<file path="src/rtl/ip_v4_pkg.sv">
// Shared IPv4 header definitions: field positions, constants, checker FSM
// states and the 16-bit one's-complement fold used by checker and generator.
package ip_v4_pkg;

  localparam logic [3:0] IPV4_VERSION = 4'd4;
  localparam int         MIN_IHL_DEF  = 5;

  // Bit positions of the fields carried in header word 0.
  localparam int VER_MSB  = 31;
  localparam int VER_LSB  = 28;
  localparam int IHL_MSB  = 27;
  localparam int IHL_LSB  = 24;
  localparam int TLEN_MSB = 15;
  localparam int TLEN_LSB = 0;

  // 15 words * 2 half-words * 0xFFFF stays below 2^21, so no wrap.
  localparam int ACC_W = 21;

  typedef enum logic [1:0] {
    IDLE  = 2'd0,
    HDR   = 2'd1,
    DRAIN = 2'd2
  } hc_state_e;

  // Two end-around-carry folds of the wide accumulator down to 16 bits.
  // After the first fold the carry is at most 1 and the low half is small
  // whenever it is set, so the second fold cannot overflow.
  function automatic logic [15:0] ones_comp_fold(input logic [ACC_W-1:0] acc);
    logic [16:0] s;
    s = {1'b0, acc[15:0]} + {12'd0, acc[ACC_W-1:16]};
    return s[15:0] + {15'd0, s[16]};
  endfunction

endpackage

</file>
<file path="src/rtl/ones_comp_acc.sv">
// One's-complement accumulator: clears, adds both half-words of a 32-bit
// word, and presents the folded value including this cycle's addition.
module ones_comp_acc
  import ip_v4_pkg::*;
(
  input  logic        clk,
  input  logic        reset,
  input  logic        clr,
  input  logic        add,
  input  logic [31:0] din,
  output logic [15:0] sum_nxt
);

  logic [ACC_W-1:0] acc_q;
  logic [ACC_W-1:0] acc_d;

  // Next accumulator value: clear wins over add.
  always_comb begin
    acc_d = acc_q;
    if (clr) begin
      acc_d = '0;
    end else if (add) begin
      acc_d = acc_q + {5'd0, din[31:16]} + {5'd0, din[15:0]};
    end
  end

  // Accumulator register.
  always_ff @(posedge clk) begin
    if (reset) begin
      acc_q <= '0;
    end else begin
      acc_q <= acc_d;
    end
  end

  // Folding the next value lets the verdict include the final word.
  assign sum_nxt = ones_comp_fold(acc_d);

endmodule

</file>
<file path="src/rtl/ip_v4_header_check.sv">
// IPv4 receive header checker. After start, parses word 0, sums IHL header
// words and issues a registered single-cycle verdict with format flags.
//
// Handshake: a word is accepted on a clk edge where the FSM is in HDR,
// d_in_vld=1 and start=0. start always wins and drops same-cycle data.
// hdr_vld pulses one cycle after the edge accepting the last header word;
// the verdict fields hold until the next verdict or reset.
module ip_v4_header_check
  import ip_v4_pkg::*;
#(
  parameter bit CHECK_VERSION = 1'b1,
  parameter int MIN_IHL       = MIN_IHL_DEF
) (
  input  logic        clk,
  input  logic        reset,
  input  logic        start,
  input  logic [31:0] d_in,
  input  logic        d_in_vld,
  output logic        hdr_vld,
  output logic        hdr_ok,
  output logic        ver_err,
  output logic        ihl_err,
  output logic        len_err,
  output logic [3:0]  ihl,
  output logic [15:0] sum_res,
  output logic [1:0]  dbg_state
);

  hc_state_e   state_q, state_d;
  logic [3:0]  cnt_q, cnt_d;
  logic [3:0]  ver_q, ver_d;
  logic [3:0]  ihl_q, ihl_d;
  logic [15:0] tlen_q, tlen_d;

  logic        hdr_vld_q, hdr_vld_d;
  logic        hdr_ok_q, hdr_ok_d;
  logic        ver_err_q, ver_err_d;
  logic        ihl_err_q, ihl_err_d;
  logic        len_err_q, len_err_d;
  logic [3:0]  ihl_res_q, ihl_res_d;
  logic [15:0] sum_res_q, sum_res_d;

  logic        acc_clr, acc_add;
  logic [15:0] sum_nxt;

  logic [3:0]  cur_ver, cur_ihl;
  logic [15:0] cur_tlen;
  logic        e_ver, e_ihl, e_len, last_word;

  ones_comp_acc u_acc (
    .clk     (clk),
    .reset   (reset),
    .clr     (acc_clr),
    .add     (acc_add),
    .din     (d_in),
    .sum_nxt (sum_nxt)
  );

  // Field values in force for this word: live from d_in on word 0, latched after.
  always_comb begin
    cur_ver   = ver_q;
    cur_ihl   = ihl_q;
    cur_tlen  = tlen_q;
    if (cnt_q == 4'd0) begin
      cur_ver  = d_in[VER_MSB:VER_LSB];
      cur_ihl  = d_in[IHL_MSB:IHL_LSB];
      cur_tlen = d_in[TLEN_MSB:TLEN_LSB];
    end
    e_ver     = CHECK_VERSION && (cur_ver != IPV4_VERSION);
    e_ihl     = ({28'd0, cur_ihl} < 32'(MIN_IHL));
    e_len     = (cur_tlen < {10'd0, cur_ihl, 2'b00}) && !e_ihl;
    last_word = (cnt_q == 4'd0) ? e_ihl : (cnt_q == (ihl_q - 4'd1));
  end

  // Next-state, word counting and verdict generation.
  always_comb begin
    state_d   = state_q;
    cnt_d     = cnt_q;
    ver_d     = ver_q;
    ihl_d     = ihl_q;
    tlen_d    = tlen_q;
    acc_clr   = 1'b0;
    acc_add   = 1'b0;
    hdr_vld_d = 1'b0;
    hdr_ok_d  = hdr_ok_q;
    ver_err_d = ver_err_q;
    ihl_err_d = ihl_err_q;
    len_err_d = len_err_q;
    ihl_res_d = ihl_res_q;
    sum_res_d = sum_res_q;

    if (start) begin
      // From any state, including an aborted header in HDR.
      state_d = HDR;
      cnt_d   = 4'd0;
      ver_d   = 4'd0;
      ihl_d   = 4'd0;
      tlen_d  = 16'd0;
      acc_clr = 1'b1;
    end else begin
      case (state_q)
        IDLE, DRAIN: begin
          state_d = state_q;
        end
        HDR: begin
          if (d_in_vld) begin
            acc_add = 1'b1;
            cnt_d   = cnt_q + 4'd1;
            if (cnt_q == 4'd0) begin
              ver_d  = cur_ver;
              ihl_d  = cur_ihl;
              tlen_d = cur_tlen;
            end
            if (last_word) begin
              state_d   = DRAIN;
              hdr_vld_d = 1'b1;
              ver_err_d = e_ver;
              ihl_err_d = e_ihl;
              len_err_d = e_len;
              ihl_res_d = cur_ihl;
              sum_res_d = sum_nxt;
              hdr_ok_d  = (sum_nxt == 16'hFFFF) && !e_ver && !e_ihl && !e_len;
            end
          end
        end
        default: begin
          state_d = IDLE;
        end
      endcase
    end
  end

  // State, parsed-field and verdict registers.
  always_ff @(posedge clk) begin
    if (reset) begin
      state_q   <= IDLE;
      cnt_q     <= 4'd0;
      ver_q     <= 4'd0;
      ihl_q     <= 4'd0;
      tlen_q    <= 16'd0;
      hdr_vld_q <= 1'b0;
      hdr_ok_q  <= 1'b0;
      ver_err_q <= 1'b0;
      ihl_err_q <= 1'b0;
      len_err_q <= 1'b0;
      ihl_res_q <= 4'd0;
      sum_res_q <= 16'd0;
    end else begin
      state_q   <= state_d;
      cnt_q     <= cnt_d;
      ver_q     <= ver_d;
      ihl_q     <= ihl_d;
      tlen_q    <= tlen_d;
      hdr_vld_q <= hdr_vld_d;
      hdr_ok_q  <= hdr_ok_d;
      ver_err_q <= ver_err_d;
      ihl_err_q <= ihl_err_d;
      len_err_q <= len_err_d;
      ihl_res_q <= ihl_res_d;
      sum_res_q <= sum_res_d;
    end
  end

  assign hdr_vld   = hdr_vld_q;
  assign hdr_ok    = hdr_ok_q;
  assign ver_err   = ver_err_q;
  assign ihl_err   = ihl_err_q;
  assign len_err   = len_err_q;
  assign ihl       = ihl_res_q;
  assign sum_res   = sum_res_q;
  assign dbg_state = state_q;

endmodule

</file>
<file path="config.mk">
export PLATFORM = sky130hd
export DESIGN_NAME = ip_v4_header_check
export DESIGN_NICKNAME = d
export VERILOG_FILES = /design/src/rtl/ip_v4_pkg.sv /design/src/rtl/ones_comp_acc.sv /design/src/rtl/ip_v4_header_check.sv
export SDC_FILE = /design/constraint.sdc
export NUM_CORES = 1
export LEC_CHECK = 0
export ABC_AREA = 1
export CAP_MARGIN = 20
export CORE_MARGIN = 3
export CORE_UTILIZATION = 49
export CTS_CLUSTER_DIAMETER = 50
export DETAILED_ROUTE_END_ITERATION = 10
export PLACE_DENSITY_LB_ADDON = 0.05
export RECOVER_POWER = 25
export SYNTH_ARGS = -nofsm -noshare
export SYNTH_HDL_FRONTEND = slang
export SYNTH_SLANG_ARGS = --single-unit
</file>
<file path="constraint.sdc">
create_clock -name clk -period 7.5 [get_ports clk]
set_input_delay 1.125 -clock clk [delete_from_list [all_inputs] [get_ports clk]]
set_output_delay 1.125 -clock clk [all_outputs]
set_load 0.02 [all_outputs]
</file>
# Word-level counts from Yosys, hierarchy flattened
# Cells that the tools add are included.
# word_totals
reg_bits	76
in_bits	36
out_inout_bits	27
word_cells	68
# op_classes
n_addsub	6
order_cmp	2
eq_ne	10
muxes	15
bitwise_logic	4
n_reduce_logical	17
# op_table
cell	n
$add A21 B16 Y21	2
$mux W21	2
$add A16 B5 Y17	1
$add A16 B1 Y16	1
$eq A16 B16 Y1 const B	1
$lt A16 B6 Y1	1
$mux W16	1
$reduce_and A3 Y1	3
$mux W4	2
$mux W1	7
$ne A2 B2 Y1 const B	3
$ne A3 B3 Y1 const B	2
$add A4 B1 Y4 const B	1
$eq A4 B4 Y1	1
$logic_and A1 B1 Y1	4
$logic_not A4 Y1	1
$lt A4 B3 Y1 const B	1
$mux W2	2
$ne A4 B3 Y1 const B	1
$not A1 Y1	4
$pmux W2 S2	1
$reduce_and A4 Y1	1
$reduce_or A2 Y1	2
$reduce_or A4 Y1	1
other kinds (6)	8

# Longest topological paths before layout
# Gate-level depths: netlist of the first run.
# depth
ltp_word	11
mapped_depth	50
ltp_nobuf	50

# Hierarchy
# A second synthesis of the first run with hierarchy kept.
# unflattened
hier_cells	820
hier_area_um2	5490.3
# modules_own_cells
mod	n_inst	cells_each	area_per_inst_um2	seq_area_each_um2
ones_comp_acc	1	480	3099.2	420.4
ip_v4_header_check	1	340	2391.0	1061.0

# Worst setup path before layout of the first run
# OpenSTA, ideal clock, no wires.
# synth_path
path_type	input to register
start	input d_in[1]
end	register hdr_ok_q, in the netlist hdr_ok
setup_time_ns	0.128
arrival_ns	6.445
required_ns	7.372
slack_ns	0.928
stages	47
path_buffers	0
cell_sequence	inv_1 fa_1 inv_1 ha_1 inv_1 fa_1 inv_1 nand2_1 nand2_1 nand3_1 nand2_1 nand2_1 nand2_1 a21boi_0 o21ai_0 a21oi_1 nor3_1 fa_1 [... 11 more ...] ha_1 inv_1 nor2_1 nand3_1 nor2_1 nand3_1 nor2_1 nand2_1 nor2_1 nand3_1 inv_1 nand3_1 nand2_1 nand2_1 nand2_1 nor2_1 nor2_1 nor2_1
# synth_between
elab_chain_len	9
elab_cells_between_ends	13
cone_classes	3 x add/sub; 1 x order compare; 1 x eq/ne; 3 x mux; 5 x reduce/logical
# synth_lines
item	line	rtl
start, declared	ip_v4_header_check.sv:17	input logic [31:0] d_in,
$add A21 B16 Y21	ones_comp_acc.sv:23	acc_d = acc_q + {5'd0, din[31:16]} + {5'd0, din[15:0]};
$mux W21	ones_comp_acc.sv:22	end else if (add) begin
$mux W21	ones_comp_acc.sv:20	if (clr) begin
via u_acc.acc_d[17]	ones_comp_acc.sv:15	logic [ACC_W-1:0] acc_d;
$add A16 B5 Y17	ip_v4_pkg.sv:30	s = {1'b0, acc[15:0]} + {12'd0, acc[ACC_W-1:16]};
$add A16 B1 Y16	ip_v4_pkg.sv:31	return s[15:0] + {15'd0, s[16]};
$eq A16 B16 Y1	ip_v4_header_check.sv:122	hdr_ok_d = (sum_nxt == 16'hFFFF) && !e_ver && !e_ihl && !e_len;
$logic_and A1 B1 Y1 (3 in series)	ip_v4_header_check.sv:122	
end signal, assigned	ip_v4_header_check.sv:155	hdr_ok_q <= hdr_ok_d;
end, declared	ip_v4_header_check.sv:36	logic hdr_ok_q, hdr_ok_d;
# The timed path passes the listed nets, and every way through them passes these cells.
# A chain may end at the register's enable or synchronous reset.

# Final worst setup path of the first run
# layout_path
start	input d_in[17]
end	register hdr_ok_q, in the netlist hdr_ok
# layout_between
elab_chain_len	10
# layout_lines
item	line
$add A21 B16 Y21 (2 in series)	ones_comp_acc.sv:23
$mux W21	ones_comp_acc.sv:22
$mux W21	ones_comp_acc.sv:20
via u_acc.acc_d[19]	ones_comp_acc.sv:15
$add A16 B5 Y17	ip_v4_pkg.sv:30
$add A16 B1 Y16	ip_v4_pkg.sv:31
$eq A16 B16 Y1	ip_v4_header_check.sv:122
$logic_and A1 B1 Y1 (3 in series)	ip_v4_header_check.sv:122
# The timed path passes the listed nets, and every way through them passes these cells.

==> run metrics, run 1 <==
register area=1480 sq um; total CTS buffers=9; Post-Syn Instances=between 800 and 900; clk_lat worst skew=0.35 ns; Tcrit/Tclk final=92.0%; Ports=63; Detailed Routing Iterations Pass 1=7; via density per instance=roughly 5.2; critical path class=in -> reg; CP max stage delay=roughly 0.47 ns; worst hold slack=between 0.4 and 0.5 ns; wirelength, routed=around 15000 um; clock-pin slew on the worst setup and hold paths=~0.080 ns; #FFs+latches synth=74; met2 GRT Util=39.8%; global route hottest layer=met2; PD cells=~150 nW/um^2; fraction of layout cells with a size suffix above 1=roughly 10%; Startpoint Class=input port; Post-DP HPWL=approximately 12000 um; clk_skew=roughly 0.010 ns; Initial Utilization=around 52%; Worst EP arrival=between 7 and 8 ns; cts hold-fix bufs=0; total track usage=24.6%; DRT antenna net count=0; MaxCap Viol Count=0; worst rel slew slack=between 10% and 20%; via count=about 5500; largest net degree at the start of global routing=42; final net count=about 1000; YS warnings=0; reg-to-reg startpoint=u_acc.acc_q[1]; Syn Area/Cell=6.50 sq um; initial antenna violation count=0; area of the multi-input gates=roughly 3500 sq um; Die Ht=111 um; Worst-Margin Slew=approximately 1.3 ns; final setup fails=0; crit-path most repeated cell=nand2_1; Worst setup EP type=flip-flop; synth unique cells=40; Fmax=145 MHz; Worst Setup SP=d_in[17]; Leak=3.19 nW; mapped cell area=5450 sq um; Final Hold Violating Endpoints=0; fin crit period=just under 7 ns; routed len/inst=around 14 um; DR DRC count=0; placer congestion estimate=approximately 0.9; port bufs=62; DR iter-0 viols=390; critical path's slowest cell=clkdlybuf4s50_1; Slew Limit Fails=0; P&R area growth vs syn=20.5%; status=finished, final reports clean; first-pass GRT wire length=about 25000 um; CP Max Fanout=4; # diodes=0; register area share after synthesis=a little over a quarter; met3 Resource Use GR=3.91%; CTS H-tree depth=3; hold_sp=tlen_q[3]; syn_nets=921; die extent in x=roughly 110 um; worst min-delay path class=reg -> reg; Die Area=~12000 sq um; Sum Neg Setup Slack=0 ns; Filler Cells Inserted=just over 1000; Clock Root Buffer=clkbuf_8; Util after Layout=62.2%; worst vdd ir=roughly 90 uV; worst path required time=7.79 ns; grt total ovfl=0; core area=about 11000 sq um; GR Util met1=33.8%; clock net sink count=between 70 and 80; number of global-route vias before repair=slightly above 5000; TritonCTS clock tree=yes; Clock Path Buffers=2; Row Count=37
[cell usage after synthesis]
| library cell | instances | area [sq um] |
|---|---|---|
| a21o_1 | 2 | 15.0 |
| nor4_1 | 4 | 25.0 |
| fa_1 | 18 | 360 |
| nand3_2 | 3 | 30.0 |
| and2_1 | 1 | 6.26 |
| a211oi_1 | 4 | 30.0 |
| o32ai_1 | 1 | 8.76 |
| nand2_4 | 2 | 22.5 |
| ha_1 | 29 | 363 |
| o21ai_1 | 4 | 20.0 |
| or2_2 | 1 | 6.26 |
| and3_1 | 2 | 12.5 |
| o21a_1 | 3 | 22.5 |
| inv_2 | 8 | 30.0 |
| clkbuf_1 | 17 | 63.8 |
| nor2_8 | 1 | 20.0 |
| nor2_2 | 7 | 43.8 |
| o211ai_1 | 2 | 15.0 |
| inv_1 | 105 | 394 |
| buf_1 | 1 | 3.75 |
| buf_2 | 4 | 20.0 |
| nand3b_1 | 5 | 37.5 |
| xor2_1 | 6 | 52.6 |
| nor2_4 | 6 | 67.6 |
| nand4_1 | 10 | 62.6 |
| clkinv_1 | 2 | 7.51 |
| o21ai_0 | 55 | 275 |
| nand2_2 | 6 | 37.5 |
| dfxtp_1 | 74 | 1480 |
| clkinv_4 | 1 | 8.76 |
| nand2_1 | 208 | 781 |
| xnor2_1 | 7 | 61.3 |
| nor3_1 | 8 | 40.0 |
| a31oi_1 | 1 | 6.26 |
| nor2_1 | 118 | 443 |
| a21boi_0 | 1 | 7.51 |
| o21bai_1 | 2 | 15.0 |
| nand3_1 | 62 | 310 |
| a21oi_1 | 46 | 230 |
| o21ai_2 | 1 | 8.76 |
[registers in the layout (all words and copies together), names as in the netlist, 2 cells and up]
register	flops
cnt_q	4
sum_res	16
ihl	4
ihl_q	4
u_acc.acc_q	21
dbg_state	2
ver_q	4
tlen_q	14
[worst max-delay path: cells and delay by family]
kind | cells | cell delay (ns)
simple gates | 32 | 3.19
fa+ha+maj | 6 | 1.65
buf+inv | 6 | 0.76
compound gates | 4 | 0.46
[layout make-up]
type	instances	area share [%]
well taps	136	2.59
clock inverters	6	1.03
repair buffers	86	12.2
clock buffers	10	1.94
multi-input cells	626	53.0
flip-flops and latches	74	22.6
inverters	116	6.71
[timing repair]
action,in CTS,in global routing
resized for setup,0,20
endpoints found under the hold margin,0,0
endpoints found under the setup margin,0,8
buffers inserted,0,1
[layer usage]
metal	wire length, um	part of all wire (%)
met1	6950	45
met2	7030	46
met3	920	6.0
met4	376	2.5
met5	0	0
[path summary, 6_finish.rpt]
kind                    end  slack [ns]  depth (start not counted)
setup / recovery     hdr_ok        0.60                         48
hold / removal    tlen_q[3]        0.45                          2
setup reg to reg     hdr_ok        1.54                         47
hold reg to reg   tlen_q[3]        0.45                          2
[per-stage QoR]
stage               instance area (sq um)  cells  power [mW]  setup WS [ns]
floorplan                            5450    838       0.587          0.928
global placement                     6320   1037       0.672          0.102
detailed placement                   6320   1037       0.676        -0.0560
CTS                                  6520   1053       0.988          0.243
global route                         6570   1054        1.05        -0.0349
finish                               6570   1054       0.985          0.596
[cell families (layout without fill, tap and decap cells)]
kind of cell               Yosys count  count (layout)  synth area share (%)
AOI/OAI and AO/OA                  122             122                  12.0
xor gates and xnor gates            13              13                  2.09
buffers and inverters              138             218                  9.69
adders and majority gates           47              47                  13.3
DFF                                 74              74                  27.2
and+or+nand+nor                    444             444                  35.7
[placed cells by master (no fill, tap or decap), drive strengths merged, types with 3 or more instances in the layout]
cell,instances
a211oi,4
a21oi,46
buf,24
clkbuf,10
clkdlybuf4s50,39
clkinv,6
dfxtp,74
dlygate4sd3,23
fa,18
ha,29
inv,113
nand2,216
nand3,65
nand3b,5
nand4,10
nor2,132
nor3,8
nor4,4
o21a,3
o21ai,60
xnor2,7
xor2,6
[report_power, final]
group          switching, mW  internal, mW  total (mW)
sequential           0.00528         0.402       0.407
combinational          0.164         0.100       0.265
clock                  0.159         0.154       0.313
No activity file was read; power rests on OpenSTA's default activity.
==> inputs of run 2 (changes only) <==
--- a/config.mk
+++ b/config.mk
@@ -6,7 +6,6 @@
 export NUM_CORES = 1
 export LEC_CHECK = 0
 export ABC_AREA = 1
-export CAP_MARGIN = 20
 export CORE_MARGIN = 3
 export CORE_UTILIZATION = 49
 export CTS_CLUSTER_DIAMETER = 50
==> results of run 2 <==
The final DEF is identical to that of run 1; final timing and power are the same.
